==> src/rtl/detect_head_stream.sv <==
// Purpose: re-emits per-anchor reg/cls word streams tagged with scale/anchor; reduced mode does class argmax + score threshold.
// Latency: raw mode 1 cycle in->out; reduced mode emits REG_CH+2 words (or drops in 1 cycle) after the last cls word.
// Backpressure: single output register; raw in_ready follows output slot availability, reduced REG/CLS always accept, EMIT holds while out_ready=0.
//
// Ports: clk/rst_n (async active-low); start + cfg_mode/cfg_thresh (latched at frame start);
//        in_data/in_valid/in_ready input word stream; out_data/out_valid/out_ready output stream
//        tagged with out_scale/out_anchor/out_last; busy while a frame runs; frame_done one-cycle end pulse.
module detect_head_stream #(
    parameter int NUM_SCALES = 3,
    parameter int PIX0       = 400,
    parameter int PIX1       = 100,
    parameter int PIX2       = 25,
    parameter int REG_CH     = 64,
    parameter int CLS_CH     = 80,
    parameter int WIDTH      = 16,
    parameter int FRAC       = 8,
    localparam int AW        = ((PIX0 + PIX1 + PIX2) > 1) ? $clog2(PIX0 + PIX1 + PIX2) : 1
) (
    input  logic             clk,
    input  logic             rst_n,
    input  logic             start,
    input  logic             cfg_mode,
    input  logic [WIDTH-1:0] cfg_thresh,
    input  logic [WIDTH-1:0] in_data,
    input  logic             in_valid,
    output logic             in_ready,
    output logic [WIDTH-1:0] out_data,
    output logic             out_valid,
    input  logic             out_ready,
    output logic [1:0]       out_scale,
    output logic [AW-1:0]    out_anchor,
    output logic             out_last,
    output logic             busy,
    output logic             frame_done
);

    localparam int TOTAL = PIX0 + ((NUM_SCALES >= 2) ? PIX1 : 0) + ((NUM_SCALES >= 3) ? PIX2 : 0);
    localparam int CW    = $clog2(REG_CH + CLS_CH + 2);
    localparam int IW    = (CLS_CH > 1) ? $clog2(CLS_CH) : 1;
    localparam int BW    = (REG_CH > 1) ? $clog2(REG_CH) : 1;

    // Fixed-point position is only carried with the data; this guard just names an unusable setting.
    generate
        if (FRAC > WIDTH) begin : g_frac_exceeds_width
        end
    endgenerate

    typedef enum logic [2:0] {S_IDLE, S_REG, S_CLS, S_EMIT, S_DONE} state_t;

    state_t                    state, state_nxt;
    logic                      mode_q;
    logic signed [WIDTH-1:0]   thresh_q;
    logic signed [WIDTH-1:0]   max_q;
    logic [IW-1:0]             idx_q;
    logic [CW-1:0]             ch;
    logic [AW-1:0]             anchor;
    logic [AW-1:0]             anchor_nxt;
    logic [1:0]                scale;
    logic [WIDTH-1:0]          reg_buf [REG_CH];

    logic out_free, accept, reg_end, cls_end, drop, emit_load, emit_end, anchor_end, last_anchor;
    logic [WIDTH-1:0] emit_word;

    assign out_free    = !out_valid || out_ready;
    assign accept      = in_valid && in_ready;
    assign reg_end     = (state == S_REG) && accept && (ch == CW'(REG_CH - 1));
    assign cls_end     = (state == S_CLS) && accept && (ch == CW'(CLS_CH - 1));
    assign drop        = (state == S_EMIT) && (max_q < thresh_q);
    assign emit_load   = (state == S_EMIT) && !drop && out_free;
    // EMIT word order: ch 0..REG_CH-1 buffered reg words, REG_CH = score, REG_CH+1 = class index
    assign emit_end    = (state == S_EMIT) && (drop || (out_free && (ch == CW'(REG_CH + 1))));
    assign anchor_end  = (cls_end && !mode_q) || emit_end;
    assign last_anchor = (anchor == AW'(TOTAL - 1));
    assign anchor_nxt  = anchor + 1'b1;

    // State register
    always_ff @(posedge clk or negedge rst_n) begin
        if (!rst_n) state <= S_IDLE;
        else        state <= state_nxt;
    end

    // Next-state logic
    always_comb begin
        state_nxt = state;
        case (state)
            S_IDLE: if (start)   state_nxt = S_REG;
            S_REG:  if (reg_end) state_nxt = S_CLS;
            S_CLS:  if (cls_end) state_nxt = mode_q ? S_EMIT : (last_anchor ? S_DONE : S_REG);
            S_EMIT: if (emit_end) state_nxt = last_anchor ? S_DONE : S_REG;
            // Wait for the last output word to leave before signalling the end of the frame
            S_DONE: if (!out_valid) state_nxt = S_IDLE;
            default: state_nxt = S_IDLE;
        endcase
    end

    // State-decoded outputs
    always_comb begin
        in_ready   = ((state == S_REG) || (state == S_CLS)) && (mode_q || out_free);
        busy       = (state != S_IDLE);
        frame_done = (state == S_DONE) && !out_valid;
    end

    // Frame config, counters and argmax tracking
    always_ff @(posedge clk or negedge rst_n) begin
        if (!rst_n) begin
            mode_q   <= 1'b0;
            thresh_q <= '0;
            ch       <= '0;
            anchor   <= '0;
            scale    <= '0;
            max_q    <= '0;
            idx_q    <= '0;
        end else if (state == S_IDLE) begin
            if (start) begin
                mode_q   <= cfg_mode;
                thresh_q <= cfg_thresh;
                ch       <= '0;
                anchor   <= '0;
                scale    <= '0;
            end
        end else begin
            if (reg_end || cls_end || emit_end)
                ch <= '0;
            else if (accept || emit_load)
                ch <= ch + 1'b1;

            if (anchor_end && !last_anchor) begin
                anchor <= anchor_nxt;
                if (anchor_nxt == AW'(PIX0) || anchor_nxt == AW'(PIX0 + PIX1))
                    scale <= scale + 1'b1;
            end

            // First cls word seeds the max; strictly-greater keeps the lowest index on ties
            if (state == S_CLS && accept && (ch == '0 || $signed(in_data) > max_q)) begin
                max_q <= $signed(in_data);
                idx_q <= IW'(ch);
            end
        end
    end

    // Regression buffer needs no reset: every entry is rewritten before it is read
    always_ff @(posedge clk) begin
        if (state == S_REG && accept && mode_q)
            reg_buf[ch[BW-1:0]] <= in_data;
    end

    always_comb begin
        emit_word = '0;
        if (ch < CW'(REG_CH))       emit_word = reg_buf[ch[BW-1:0]];
        else if (ch == CW'(REG_CH)) emit_word = max_q;
        else                        emit_word = WIDTH'(idx_q);
    end

    // Output register: loads on a raw accept or an EMIT word, otherwise holds until taken
    always_ff @(posedge clk or negedge rst_n) begin
        if (!rst_n) begin
            out_valid  <= 1'b0;
            out_data   <= '0;
            out_scale  <= '0;
            out_anchor <= '0;
            out_last   <= 1'b0;
        end else if (!mode_q && accept) begin
            out_valid  <= 1'b1;
            out_data   <= in_data;
            out_scale  <= scale;
            out_anchor <= anchor;
            out_last   <= (state == S_CLS) && (ch == CW'(CLS_CH - 1));
        end else if (emit_load) begin
            out_valid  <= 1'b1;
            out_data   <= emit_word;
            out_scale  <= scale;
            out_anchor <= anchor;
            out_last   <= (ch == CW'(REG_CH + 1));
        end else if (out_ready) begin
            out_valid  <= 1'b0;
        end
    end

endmodule

==> config.mk <==
export PLATFORM = sky130hd
export DESIGN_NAME = detect_head_stream
export DESIGN_NICKNAME = d
export VERILOG_FILES = /design/src/rtl/detect_head_stream.sv
export SDC_FILE = /design/constraint.sdc
export NUM_CORES = 1
export LEC_CHECK = 0
export CELL_PAD_IN_SITES_DETAIL_PLACEMENT = 1
export CELL_PAD_IN_SITES_GLOBAL_PLACEMENT = 2
export CORE_ASPECT_RATIO = 0.9
export CORE_MARGIN = 1.5
export CORE_UTILIZATION = 47
export DETAILED_ROUTE_END_ITERATION = 10
export PLACE_DENSITY = 0.76
export SLEW_MARGIN = 20
export SYNTH_ARGS = -nofsm -noshare
export SYNTH_HDL_FRONTEND = slang
export SYNTH_SLANG_ARGS = --single-unit
==> constraint.sdc <==
create_clock -name clk -period 3.3 [get_ports clk]
set_input_delay 0.66 -clock clk [delete_from_list [all_inputs] [get_ports clk]]
set_output_delay 0.66 -clock clk [all_outputs]
set_load 0.02 [all_outputs]
==> run_results.csv <==
group,metric,value,unit
outcome,status,"finished, violations left",
outcome,violations,"negative setup slack",
timing,layout_setup_ws,-98.38,ps
synth,ys_types,94,
worst_setup_path,cp-end-kind,"flip-flop",
cells_and_area,final_cell_area,0.05130,sq mm
global_route,grt_util_all_layers,31.41,%
job,max-cap-violations,0,
die,fp.dieH,291.0,microns
worst_setup_path,cp_data_required_time,3870,ps
cts,htreeDepth,3,
routing,drt_iter0_markers,3774,
worst_setup_path,crit_path_max_fanout,20,
synth,ys_warn_count,0,
cells_and_area,instances_no_fill,4187,
synth,synth_flop_cell,"edfxtp_1",
timing,period_share,103.0,%
cts,postCtsSetupRepairBufs,0,
worst_setup_path,reg2reg_slack,-100,ps
worst_setup_path,critPathArrivalTime,3970,ps
cells_and_area,register_area,0.03308,sq mm
synth,synth_largest_area_cell,"edfxtp_1",
placed_design,place_area,0.04761,sq mm
timing,setup_viol,1,
worst_setup_path,reg2reg_depth,10,
timing,relSlewSlack,32.96,%
global_route,grt_first_pass_wirelength,209.8,mm
placed_design,pre_cts_ws,-720.2,ps
cells_and_area,area_growth,18.42,%
timing,holdWs,468.9,ps
placed_design,placed_cells,3983,
cts,clkSlewWorstSetupHoldPaths,60,ps
synth,synth_common_cells,"edfxtp_1 (1024), a22oi_1 (424), nor2_1 (96), dfrtp_1 (93), buf_2 (81)",
synth,seq_area_frac_synth,76.36,%
global_route,grt_max_degree,67,
global_route,antenna_found_initial,15,
timing,fmax,0.2943,GHz
die,die_area,0.09400,sq mm
synth,syn_area,0.04332,sq mm
worst_setup_path,worstSetupPathType,"flip-flop to flip-flop",
synth,yosys.area.top_type_share,70.98,%
timing,drv_slew,0,
placed_design,numPortBuffers,70,
cells_and_area,drive_gt1_share,18.78,%
timing,fin_crit,3398,ps
synth,synth_nets,2636,
die,ios,71,
synth,ys_ff_latch,1117,
routing,wl_per_cell,35.20,microns
power,p_total,38.34,mW
synth,avgSynthCellArea,16.91,sq um
global_route,grt_pass1_vias,28250,
worst_setup_path,r2r_end,"out_data[11]",
routing,vias,27510,
timing,clock_skew,34.14,ps
synth,synth-edff-count,1024,
routing,drtPass1Iterations,6,
cells_and_area,multiInputGateArea,0.009393,sq mm
cts,clock_sinks,1117,
global_route,grt_overflow,0,
placed_design,hpwl,93.90,mm
worst_setup_path,cp-start-kind,"flip-flop",
power,p_per_area,747.4,mW/mm^2
power,p_leak,16.69,nW
worst_setup_path,crit_start,"ch[1]",
die,fp.coreArea,0.09117,sq mm
worst_setup_path,r2r-start,"ch[1]",
routing,drtAntennaViolNets,0,
synth,synthArstFlopShare,8.326,%
timing,finalSetupTns,-98.38,ps
die,start_util,47.51,%
power,ir_drop,0.5620,mV
routing,drt-vias-per-instance,6.571,
cts,insertion_delay,710,ps
synth,yosysMostFrequentCell,"edfxtp_1",
cts,cts-root-buf,"clkbuf_16",
timing,hold_violations,0,
placed_design,place.gp.congestion,0.9110,
cts,numCtsBuffers,112,
cells_and_area,nNetsFinal,2942,
routing,remaining_drc_errors,0,
routing,routed_wl,147.4,mm
synth,synth_cells,2562,
timing,rsz0062_at_grt,"true",
timing,worst_pin_slew,1006,ps
synth,yosys-top-cells-area,"edfxtp_1 (71%), a22oi_1 (7.3%), dfrtp_1 (5.4%), mux2_2 (1.3%), ha_1 (1.0%)",
cells_and_area,fillers,8236,
die,die_w,323.0,microns
die,std_cell_rows,105,
cells_and_area,final_core_util,56.27,%
cts,ctsLongestPathBuffers,3,
cts,cts_tree,"yes",
worst_hold_path,hp-class,"input pin to flip-flop",
worst_setup_path,cp-endpoint,"out_data[11]",
-- layout make-up --
type                    instances  share of cell area [%]
clock buffers                 132                   5.651
multi-input cells            1231                   18.31
flip-flops and latches       1117                   64.48
inverters                      52                  0.3878
diodes                          2                0.009756
well taps                    1230                   3.000
clock inverters                69                   1.183
repair buffers                354                   6.975
-- logic make-up after synthesis --
logic type	synth area share, %
DFF	76.36
muxes	2.221
xor gates and xnor gates	0.1618
buffers and inverters	2.418
adders and majority gates	1.040
and+or+nand+nor	4.948
AOI/OAI and AO/OA	12.86
-- critical path: stages (launching register included) --
cell and delay [ps]:
dfrtp_2 510, nor3b_4 230, buf_12 190, buf_4 220, buf_4 190, a22oi_2 240, a41oi_4 240, nand4b_1 480
o41ai_4 620, and3_1 250, o21ai_1 70
-- placed cells by master (no fill, tap or decap), types with 12 or more instances in the layout --
cell | synthesis | layout
nor3_1 | 12 | 12
dfrtp_1 | 93 | 90
o21ai_0 | 27 | 27
mux2_2 | 51 | 51
and3_1 | 20 | 19
ha_1 | 36 | 36
clkinv_1 | 2 | 38
a22o_1 | 21 | 21
nand2_1 | 76 | 76
edfxtp_1 | 1024 | 1024
a21oi_1 | 28 | 28
clkdlybuf4s50_1 | 0 | 53
and4_1 | 25 | 25
a22oi_1 | 424 | 423
clkbuf_1 | 51 | 19
buf_2 | 81 | 16
nand4_1 | 27 | 27
nand3_1 | 38 | 38
inv_1 | 50 | 49
buf_4 | 11 | 218
a31oi_1 | 18 | 18
a41oi_1 | 43 | 42
nor2_1 | 96 | 95
mux2i_1 | 20 | 20
a221oi_1 | 32 | 32
a41o_1 | 19 | 19
clkbuf_16 | 0 | 113
buf_12 | 0 | 66
clkinv_2 | 0 | 16
-- layer usage --
metal  up-vias  global-route usage (%)  routed length, microns
met3       259                   6.331                   14520
met4         6                   11.39                    5139
met1     14510                   43.70                   58310
met5         -                       0                      41
li1      11210                       -                       -
met2      1533                   49.16                   69360
-- power by group --
part / switching (mW) / internal, mW / leakage [nW]
clock network: 5.42 / 6.95 / 1.71
registers: 0.232 / 15.7 / 10.4
logic: 6.73 / 3.31 / 4.60
-- sequential cells by signal, summed over array words and instances, names as in the netlist --
| register | count |
|---|---|
| reg_buf | 1024 |
| max_q | 16 |
| out_data | 16 |
| thresh_q | 16 |
| anchor | 10 |
| out_anchor | 10 |
| ch | 8 |
| idx_q | 7 |
| state | 3 |
| out_scale | 2 |
| scale | 2 |
| mode_q | 1 |
| out_last | 1 |
| out_valid | 1 |
-- repair_timing --
| item | in CTS | in global routing |
|---|---|---|
| gates resized for setup | 11 | 10 |
| hold buffers | 1 | 0 |
| pin swaps | 0 | 1 |
| endpoints found under the hold margin | 27 | 0 |
| setup endpoints to repair | 7 | 10 |
-- how the worst min path moves through the flow --
stage / endpoint / from / depth (start not counted) / slack [ps]
2_1_floorplan: anchor[0] / rst_n / 0 / 360
3_3_place_gp: scale[1] / scale[1] / 1 / 470
3_5_place_dp: scale[1] / scale[1] / 1 / 480
4_1_cts: max_q[7] / in_data[7] / 2 / 420
5_1_grt: max_q[7] / in_data[7] / 2 / 470
6_report: max_q[7] / in_data[7] / 2 / 470
No activity file was read; power rests on OpenSTA's default activity.
